--- src/rtl/axi4_stream_pkg.sv ---
// Shared types and the round-robin search helper for the AXI4-Stream arbiter.
//   arb_state_t : arbiter FSM state (idle/arbitrating vs. locked on a grant)
//   rr_pick_t   : result of a round-robin search (found flag + winning index)
//   rr_pick()   : first set request starting at ptr, wrapping modulo nb
package axi4_stream_pkg;

    typedef enum logic {
        ARB_IDLE,
        ARB_LOCKED
    } arb_state_t;

    localparam int unsigned RR_MAX_REQ = 32;
    localparam int unsigned RR_IDX_W   = 5;

    typedef struct packed {
        logic                found;
        logic [RR_IDX_W-1:0] idx;
    } rr_pick_t;

    // Search ptr..nb-1 then 0..ptr-1; ptr must be below nb.
    function automatic rr_pick_t rr_pick(input logic [RR_MAX_REQ-1:0] req,
                                         input logic [RR_IDX_W-1:0]   ptr,
                                         input int unsigned           nb);
        rr_pick_t    res;
        int unsigned j;
        res = '0;
        for (int unsigned k = 0; k < RR_MAX_REQ; k++) begin
            j = 32'(ptr) + k;
            if (j >= nb) j = j - nb;
            if (k < nb && !res.found && req[j[RR_IDX_W-1:0]]) begin
                res.found = 1'b1;
                res.idx   = j[RR_IDX_W-1:0];
            end
        end
        return res;
    endfunction

endpackage

--- src/rtl/axi4_stream_rr_picker.sv ---
// Combinational round-robin picker.
//   req     : per-requester request vector
//   ptr     : index where the search starts
//   found_c : at least one request is set
//   idx_c   : winning requester index
module axi4_stream_rr_picker
    import axi4_stream_pkg::*;
#(
    parameter  int unsigned NB_OF_INPUTS = 4,
    localparam int unsigned IDX_W        = (NB_OF_INPUTS > 1) ? $clog2(NB_OF_INPUTS) : 1
) (
    input  logic [NB_OF_INPUTS-1:0] req,
    input  logic [IDX_W-1:0]        ptr,
    output logic                    found_c,
    output logic [IDX_W-1:0]        idx_c
);

    rr_pick_t pick;

    // Decode the package-width index back to the local width.
    always_comb begin
        pick    = rr_pick(RR_MAX_REQ'(req), RR_IDX_W'(ptr), NB_OF_INPUTS);
        found_c = pick.found;
        idx_c   = '0;
        for (int unsigned i = 0; i < NB_OF_INPUTS; i++) begin
            if (pick.idx == RR_IDX_W'(i)) idx_c = IDX_W'(i);
        end
    end

endmodule

--- src/rtl/axi4_stream_rr_arbiter.sv ---
// Round-robin arbiter sharing one AXI4-Stream sink between NB_OF_INPUTS
// requesters. A grant is held for up to MAX_BURST beats (or until the
// granted requester drops tvalid), then a one-cycle arbitration bubble
// picks the next requester starting after the previous one.
//   clk_i, rst_ni    : clock, synchronous active-low reset
//   data_in_*        : requester i on tdata[i*DATA_SIZE +: DATA_SIZE], tvalid[i], tready[i]
//   data_out_*       : registered output beat, tid = source index
module axi4_stream_rr_arbiter
    import axi4_stream_pkg::*;
#(
    parameter  int unsigned DATA_SIZE    = 8,
    parameter  int unsigned NB_OF_INPUTS = 4,
    parameter  int unsigned MAX_BURST    = 4,
    localparam int unsigned TID_W        = (NB_OF_INPUTS > 1) ? $clog2(NB_OF_INPUTS) : 1
) (
    input  logic                              clk_i,
    input  logic                              rst_ni,
    input  logic [NB_OF_INPUTS*DATA_SIZE-1:0] data_in_tdata,
    input  logic [NB_OF_INPUTS-1:0]           data_in_tvalid,
    output logic [NB_OF_INPUTS-1:0]           data_in_tready,
    output logic [DATA_SIZE-1:0]              data_out_tdata,
    output logic [TID_W-1:0]                  data_out_tid,
    output logic                              data_out_tvalid,
    input  logic                              data_out_tready
);

    localparam int unsigned CNT_W = $clog2(MAX_BURST + 1);

    arb_state_t           state;
    logic [TID_W-1:0]     rr_ptr;
    logic [TID_W-1:0]     grant;
    logic [CNT_W-1:0]     beat_cnt;

    logic                 pick_found;
    logic [TID_W-1:0]     pick_idx;
    logic                 can_load;
    logic                 grant_valid;
    logic [DATA_SIZE-1:0] sel_data;
    logic                 accept;
    logic                 last_beat;
    logic [TID_W-1:0]     next_ptr;

    axi4_stream_rr_picker #(
        .NB_OF_INPUTS (NB_OF_INPUTS)
    ) u_picker (
        .req     (data_in_tvalid),
        .ptr     (rr_ptr),
        .found_c (pick_found),
        .idx_c   (pick_idx)
    );

    // Output register can take a beat when empty or draining this cycle.
    assign can_load = !data_out_tvalid || data_out_tready;

    // Granted-requester mux and one-hot ready.
    always_comb begin
        sel_data       = '0;
        grant_valid    = 1'b0;
        data_in_tready = '0;
        for (int unsigned i = 0; i < NB_OF_INPUTS; i++) begin
            if (grant == TID_W'(i)) begin
                sel_data          = data_in_tdata[i*DATA_SIZE +: DATA_SIZE];
                grant_valid       = data_in_tvalid[i];
                data_in_tready[i] = rst_ni && (state == ARB_LOCKED) && can_load;
            end
        end
    end

    assign accept    = (state == ARB_LOCKED) && grant_valid && can_load;
    assign last_beat = (beat_cnt == CNT_W'(MAX_BURST - 1));
    assign next_ptr  = (grant == TID_W'(NB_OF_INPUTS - 1)) ? '0 : grant + TID_W'(1);

    // Arbitration FSM, burst counter and output register.
    always_ff @(posedge clk_i) begin
        if (!rst_ni) begin
            state           <= ARB_IDLE;
            rr_ptr          <= '0;
            grant           <= '0;
            beat_cnt        <= '0;
            data_out_tvalid <= 1'b0;
            data_out_tdata  <= '0;
            data_out_tid    <= '0;
        end else begin
            if (accept) begin
                data_out_tvalid <= 1'b1;
                data_out_tdata  <= sel_data;
                data_out_tid    <= grant;
            end else if (data_out_tready) begin
                data_out_tvalid <= 1'b0;
            end

            case (state)
                ARB_IDLE: begin
                    if (pick_found) begin
                        grant    <= pick_idx;
                        beat_cnt <= '0;
                        state    <= ARB_LOCKED;
                    end
                end
                ARB_LOCKED: begin
                    // Release on a full burst or when the owner has drained.
                    if ((accept && last_beat) || !grant_valid) begin
                        state  <= ARB_IDLE;
                        rr_ptr <= next_ptr;
                    end else if (accept) begin
                        beat_cnt <= beat_cnt + CNT_W'(1);
                    end
                end
                default: state <= ARB_IDLE;
            endcase
        end
    end

endmodule

--- config.mk ---
export PLATFORM = sky130hd
export DESIGN_NAME = axi4_stream_rr_arbiter
export DESIGN_NICKNAME = d
export VERILOG_FILES = /design/src/rtl/axi4_stream_pkg.sv /design/src/rtl/axi4_stream_rr_picker.sv /design/src/rtl/axi4_stream_rr_arbiter.sv
export SDC_FILE = /design/constraint.sdc
export NUM_CORES = 1
export LEC_CHECK = 0
export CAP_MARGIN = 15
export CORE_UTILIZATION = 45
export DETAILED_ROUTE_END_ITERATION = 6
export GPL_TIMING_DRIVEN = 0
export PLACE_DENSITY = 0.81
export SLEW_MARGIN = 20
export SYNTH_ARGS = -nofsm -noshare
export SYNTH_HDL_FRONTEND = slang
export SYNTH_SLANG_ARGS = --single-unit
--- constraint.sdc ---
create_clock -name clk_i -period 2.9 [get_ports clk_i]
set_input_delay 0.87 -clock clk_i [delete_from_list [all_inputs] [get_ports clk_i]]
set_output_delay 0.87 -clock clk_i [all_outputs]
set_load 0.01 [all_outputs]
---- Word-level counts from Yosys, hierarchy flattened ----
Cells that the tools add are included.
word-level totals
  flip-flop bits (word level) ............. 19
  input bits .............................. 39
  output and inout port bits .............. 15
  logic and storage cells ................. 96
operators by class
  add/sub/neg operators ................... 9
  order comparisons ....................... 8
  equality and inequality tests ........... 10
  muxes and demuxes ....................... 41
  bitwise gates (word level) .............. 1
  reduce and logical (&&, ||, !) cells .... 20
operator list
  kind                   number
  $ge A32 B3 Y1 const B  3
  $mux W8                4
  $lt A5 B6 Y1 const B   4
  $mux W6                4
  $bmux W1 S5            4
  $mux W5                4
  $mux W1                17
  $sub A5 B3 Y5 const B  3
  $eq A5 B2 Y1 const B   2
  $mux W3                3
  $logic_and A1 B1 Y1    8
  $add A2 B2 Y3 const B  2
  $mux W2                3
  $pmux W3 S2            1
  $eq A5 B1 Y1 const B   1
  $logic_not A1 Y1       5
  $eq A2 B2 Y1 const B   2
  $ne A2 B1 Y1 const B   2
  $reduce_and A2 Y1      2
  $sub A2 B3 Y4 const B  1
  $add A2 B1 Y3 const B  1
  $add A3 B1 Y3 const B  1
  $eq A3 B2 Y1 const B   1
  $ge A2 B3 Y1 const B   1
  other kinds (9)        10

---- Longest topological paths before layout ----
Gate-level depths: netlist of run 1.
  depth after elaboration ................. 18
  mapped depth ............................ 9
  depth with buffers taken out ............ 7

---- Cells and area by module ----
From an unflattened synthesis of run 1, not the netlist that was laid out.
unflattened totals
  cells, all modules ...................... 173
  area, all modules ....................... 1,535.2 um^2
modules (own cells, without submodules)
  module                  times used  cells each  area each (um^2)  seq. area each (um^2)
  axi4_stream_rr_arbiter  1           132         1,177.4           380.4
  axi4_stream_rr_picker   1           41          357.8             0.0

---- Worst setup path before layout of run 1 ----
No wires, ideal clock.
  path kind ............................... in2out
  start point ............................. in data_out_tready
  end point ............................... out data_in_tready[0]
  arrival time ............................ 1,428 ps
  data required time ...................... 2,030 ps
  setup slack ............................. 602 ps
  stages on the path ...................... 3
  buffers on the path ..................... 0
  cells stage by stage .................... nand2b_1 > and3_1 > and2_1
on the way
  longest elaborated chain between the ends .. 3
ends and longest elaborated chain
  what                 RTL line                      RTL
  start, declared      axi4_stream_rr_arbiter.sv:24  input logic data_out_tready
  $logic_or A1 B1 Y1   axi4_stream_rr_arbiter.sv:53  assign can_load = !data_out_tvalid || data_out_tready;
  $logic_and A1 B1 Y1  axi4_stream_rr_arbiter.sv:64  data_in_tready[i] = rst_ni && (state == ARB_LOCKED) && can_load;
  $mux W1              axi4_stream_rr_arbiter.sv:61  if (grant == TID_W'(i)) begin
  end, declared        axi4_stream_rr_arbiter.sv:20  output logic [NB_OF_INPUTS-1:0] data_in_tready,
No other way between the ends.

---- Worst setup path after layout of run 1 ----
  start point ............................. in data_out_tready
  end point ............................... out data_in_tready[3]
Same word-level chain as after synthesis.

==> results of run 1 <==
routing by layer:
layer | vias up | track usage [%] | share of wire (%)
met2 | 48 | 35.3 | 46
met5 | - | 0 | 0
met1 | 748 | 33.4 | 49
met3 | 4 | 2.13 | 3.9
met4 | 0 | 5.98 | 1.1
li1 | 806 | - | -
path summary, 6_finish.rpt:
kind | start | to | slack [ns] | depth (start not counted)
setup / recovery | data_out_tready | data_in_tready[3] | 0.09 | 5
hold / removal | data_out_tid[0]$_SDFFE_PN0P_ | data_out_tid[0]$_SDFFE_PN0P_ | 0.47 | 2
setup reg to reg | rr_ptr[0]$_SDFFE_PN0P_ | beat_cnt[0]$_SDFFE_PN0P_ | 0.55 | 9
hold reg to reg | data_out_tid[0]$_SDFFE_PN0P_ | data_out_tid[0]$_SDFFE_PN0P_ | 0.47 | 2
state kept, by name (all words and copies together) (netlist names):
name and cells:
beat_cnt 3, data_out_tdata 8, data_out_tid 2, data_out_tvalid 1, grant 2, rr_ptr 2, state 1
synth_stat cells (all sizes together), types with 2 or more instances:
master  number
a32o         2
o22ai        3
nand2       25
buf          9
a22oi        9
dfxtp       19
inv         18
a211oi       9
a21o         2
mux2i        6
a21boi       2
and2         5
nor3         2
a21oi       23
o21ai       13
mux2         2
nand2b       2
clkbuf       6
nor2        10
ha           9
nand3        6
timing repair:
| action | 4_1_cts | 5_1_grt |
|---|---|---|
| cloned | 0 | 0 |
| setup buffers | 0 | 2 |
| hold buffers | 0 | 0 |
| endpoints found under the setup margin | 4 | 4 |
| gates resized for setup | 13 | 4 |
worst max-delay path: cells and delay by family:
kind / cells / cell delay, ns
buffers and inverters: 2 / 0.59
AND/OR/NAND/NOR: 3 / 0.49
where the power goes:
part           switching (mW)  internal [mW]
Clock                  0.0826         0.0537
Sequential             0.0496          0.313
Combinational           0.403          0.365
cell type report:
class	instances	share of cell area, %
well taps	44	2.59
repair buffers	53	23.7
flip-flops and latches	19	17.9
inverters	18	3.17
multi-input cells	143	47.6
plain buffers	14	3.88
clock buffers	4	1.23
cell families after synthesis:
logic type / after synthesis / share of synthesized area (%)
and+or+nand+nor: 56 / 18.8
muxes: 8 / 5.39
buffers and inverters: 33 / 9.96
adders and majority gates: 9 / 7.35
DFF: 19 / 24.8
AOI/OAI and AO/OA: 70 / 33.7
stage by stage:
| step | worst slack [ns] | setup TNS [ns] | cells | area, µm² |
|---|---|---|---|---|
| finish | 0.0856 | 0 | 295 | 2130 |
| floorplan | 0.602 | 0 | 195 | 1530 |
| global route | 0.0447 | 0 | 295 | 2130 |
| global placement | -0.388 | -1.52 | 290 | 2100 |
| detailed placement | -0.414 | -1.60 | 290 | 2100 |
| CTS | 0.00185 | 0 | 293 | 2130 |
==> metrics.md, run 1 <==
| Metric | Value |
|---|---|
| Arr. time, crit path | a little under 2 ns |
| Most common cell after layout, fill and taps aside | clkdlybuf4s50_1 |
| Post-DP HPWL | roughly 3.0 mm |
| Slew HR | 59.6% |
| Worst VDD drop | around 420 µV |
| Starting Density | between 40 and 50% |
| Hold crit path type | flip-flop to flip-flop |
| Layout cells sized above 1 | a little under a fifth |
| Tcrit/Tclk final | between 90% and 100% |
| Initial antenna violation count | 0 |
| FF/Latch Area | approximately 380 µm² |
| Layout Nets | 300 |
| Largest net degree at the start of global routing | 12 |
| Worst setup SP type | input port |
| Post-synth top area cell | dfxtp_1 |
| Routed vias/inst | around 5.4 |
| Clock buffer depth | 2 |
| Rows | 20 |
| PD cells | 595 mW/mm² |
| WL final | 4.09 mm |
| Async SR Flop Fraction | 0% |
| RSZ-0062 raised after global routing | false |
| YS warnings | 0 |
| Most frequent cells in the layout | clkdlybuf4s50_1, nand2_1, a21oi_1, dfxtp_1, inv_1 |
| Hold violation total from the final report | 0 |
| Reg clk slew, reported paths | 0.10 ns |
| Post-synthesis sequential area ratio | between 20% and 30% |
| Number of synthesized flops with an enable pin | 0 |
| Grt total ovfl | 0 |
| CTS buffer count | 3 |
| WHS | roughly 0.47 ns |
| Fill cell count | 306 |
| Synthesized area | about 0.0015 mm² |
| Drt pass-1 iters | 4 |
| Final critical-path required period | around 2.8 ns |
| Worst Setup End Kind | primary output |
| Clk Latency, worst-skew pair | roughly 0.3 ns |
| Lkg Pwr | approximately 0.85 nW |
| Drt initial violations | approximately 150 |
| Max Cap Viol | 0 |
| Port bufs | around 50 |
| DRC violation count after routing | 0 |
| Root buf cell | clkbuf_4 |
| Max incr delay on CP | between 0.4 and 0.5 ns |
| Crit-path max FO | 5 |
| Synth cell types | 44 |
| Routability cong. | 0.804 |
| Total die area | between 0.003 and 0.004 mm² |
| CTS tree | built |
| Total GRT Usage | a little under a quarter |
| Die Height | about 60 µm |
| Final setup vio count | 0 |
| CP Class | input port to primary output |
| Synth top area share | between 20% and 30% |
| Req. time, crit path | 2.03 ns |
| Status | finished, final reports clean |
| Max Freq | 355 MHz |
| Vias in the first global route | approximately 1,400 |
| I/O pins | 54 |
| Slew @ Worst Pin | between 0.6 and 0.7 ns |
| Antenna cells | 0 |
| Max-slew violation count | 0 |
| Synthesized area per cell | just under 8 µm² |
| Clk_skew | between 0.002 and 0.003 ns |
| Seq cells post-synth | 19 |
| Synth-to-Final Area Change | 38.9% |
| Routed vias | roughly 1,600 |
| Syn Nets | 243 |
| WL/cell | ~14 µm |
| Most used flip-flop cell after synthesis | dfxtp_1 |
| Utilization after layout | between 60% and 70% |
| Core area | 0.00315 mm² |
| H-tree depth | 1 |
| First-pass GRT wire length | between 6 and 7 mm |
| Area contributors post-synth | dfxtp_1, ha_1, a21oi_1 |
| Die width | between 60 and 70 µm |
| Gate Count Post-Synth | ~200 |
| Multi-input gate area | ~0.0010 mm² |
| CP max stage cell | clkdlybuf4s50_1 |
| Total Power | around 1.3 mW |
| Clock sink total | 19 |
| Post-DRT Antenna Nets | 0 |
| Worst path cell trace | clkdlybuf4s50_1 -> nand2b_4 -> and3_4 -> and2_1 -> buf_2 |
No activity file was read; power rests on OpenSTA's default activity.
==> run 2: changes to the inputs <==
--- a/config.mk
+++ b/config.mk
@@ -5,7 +5,6 @@
 export SDC_FILE = /design/constraint.sdc
 export NUM_CORES = 1
 export LEC_CHECK = 0
-export CAP_MARGIN = 15
 export CORE_UTILIZATION = 45
 export DETAILED_ROUTE_END_ITERATION = 6
 export GPL_TIMING_DRIVEN = 0
==> results of run 2 <==
Same layout as run 1: the final DEF is identical, and so are final timing and power.
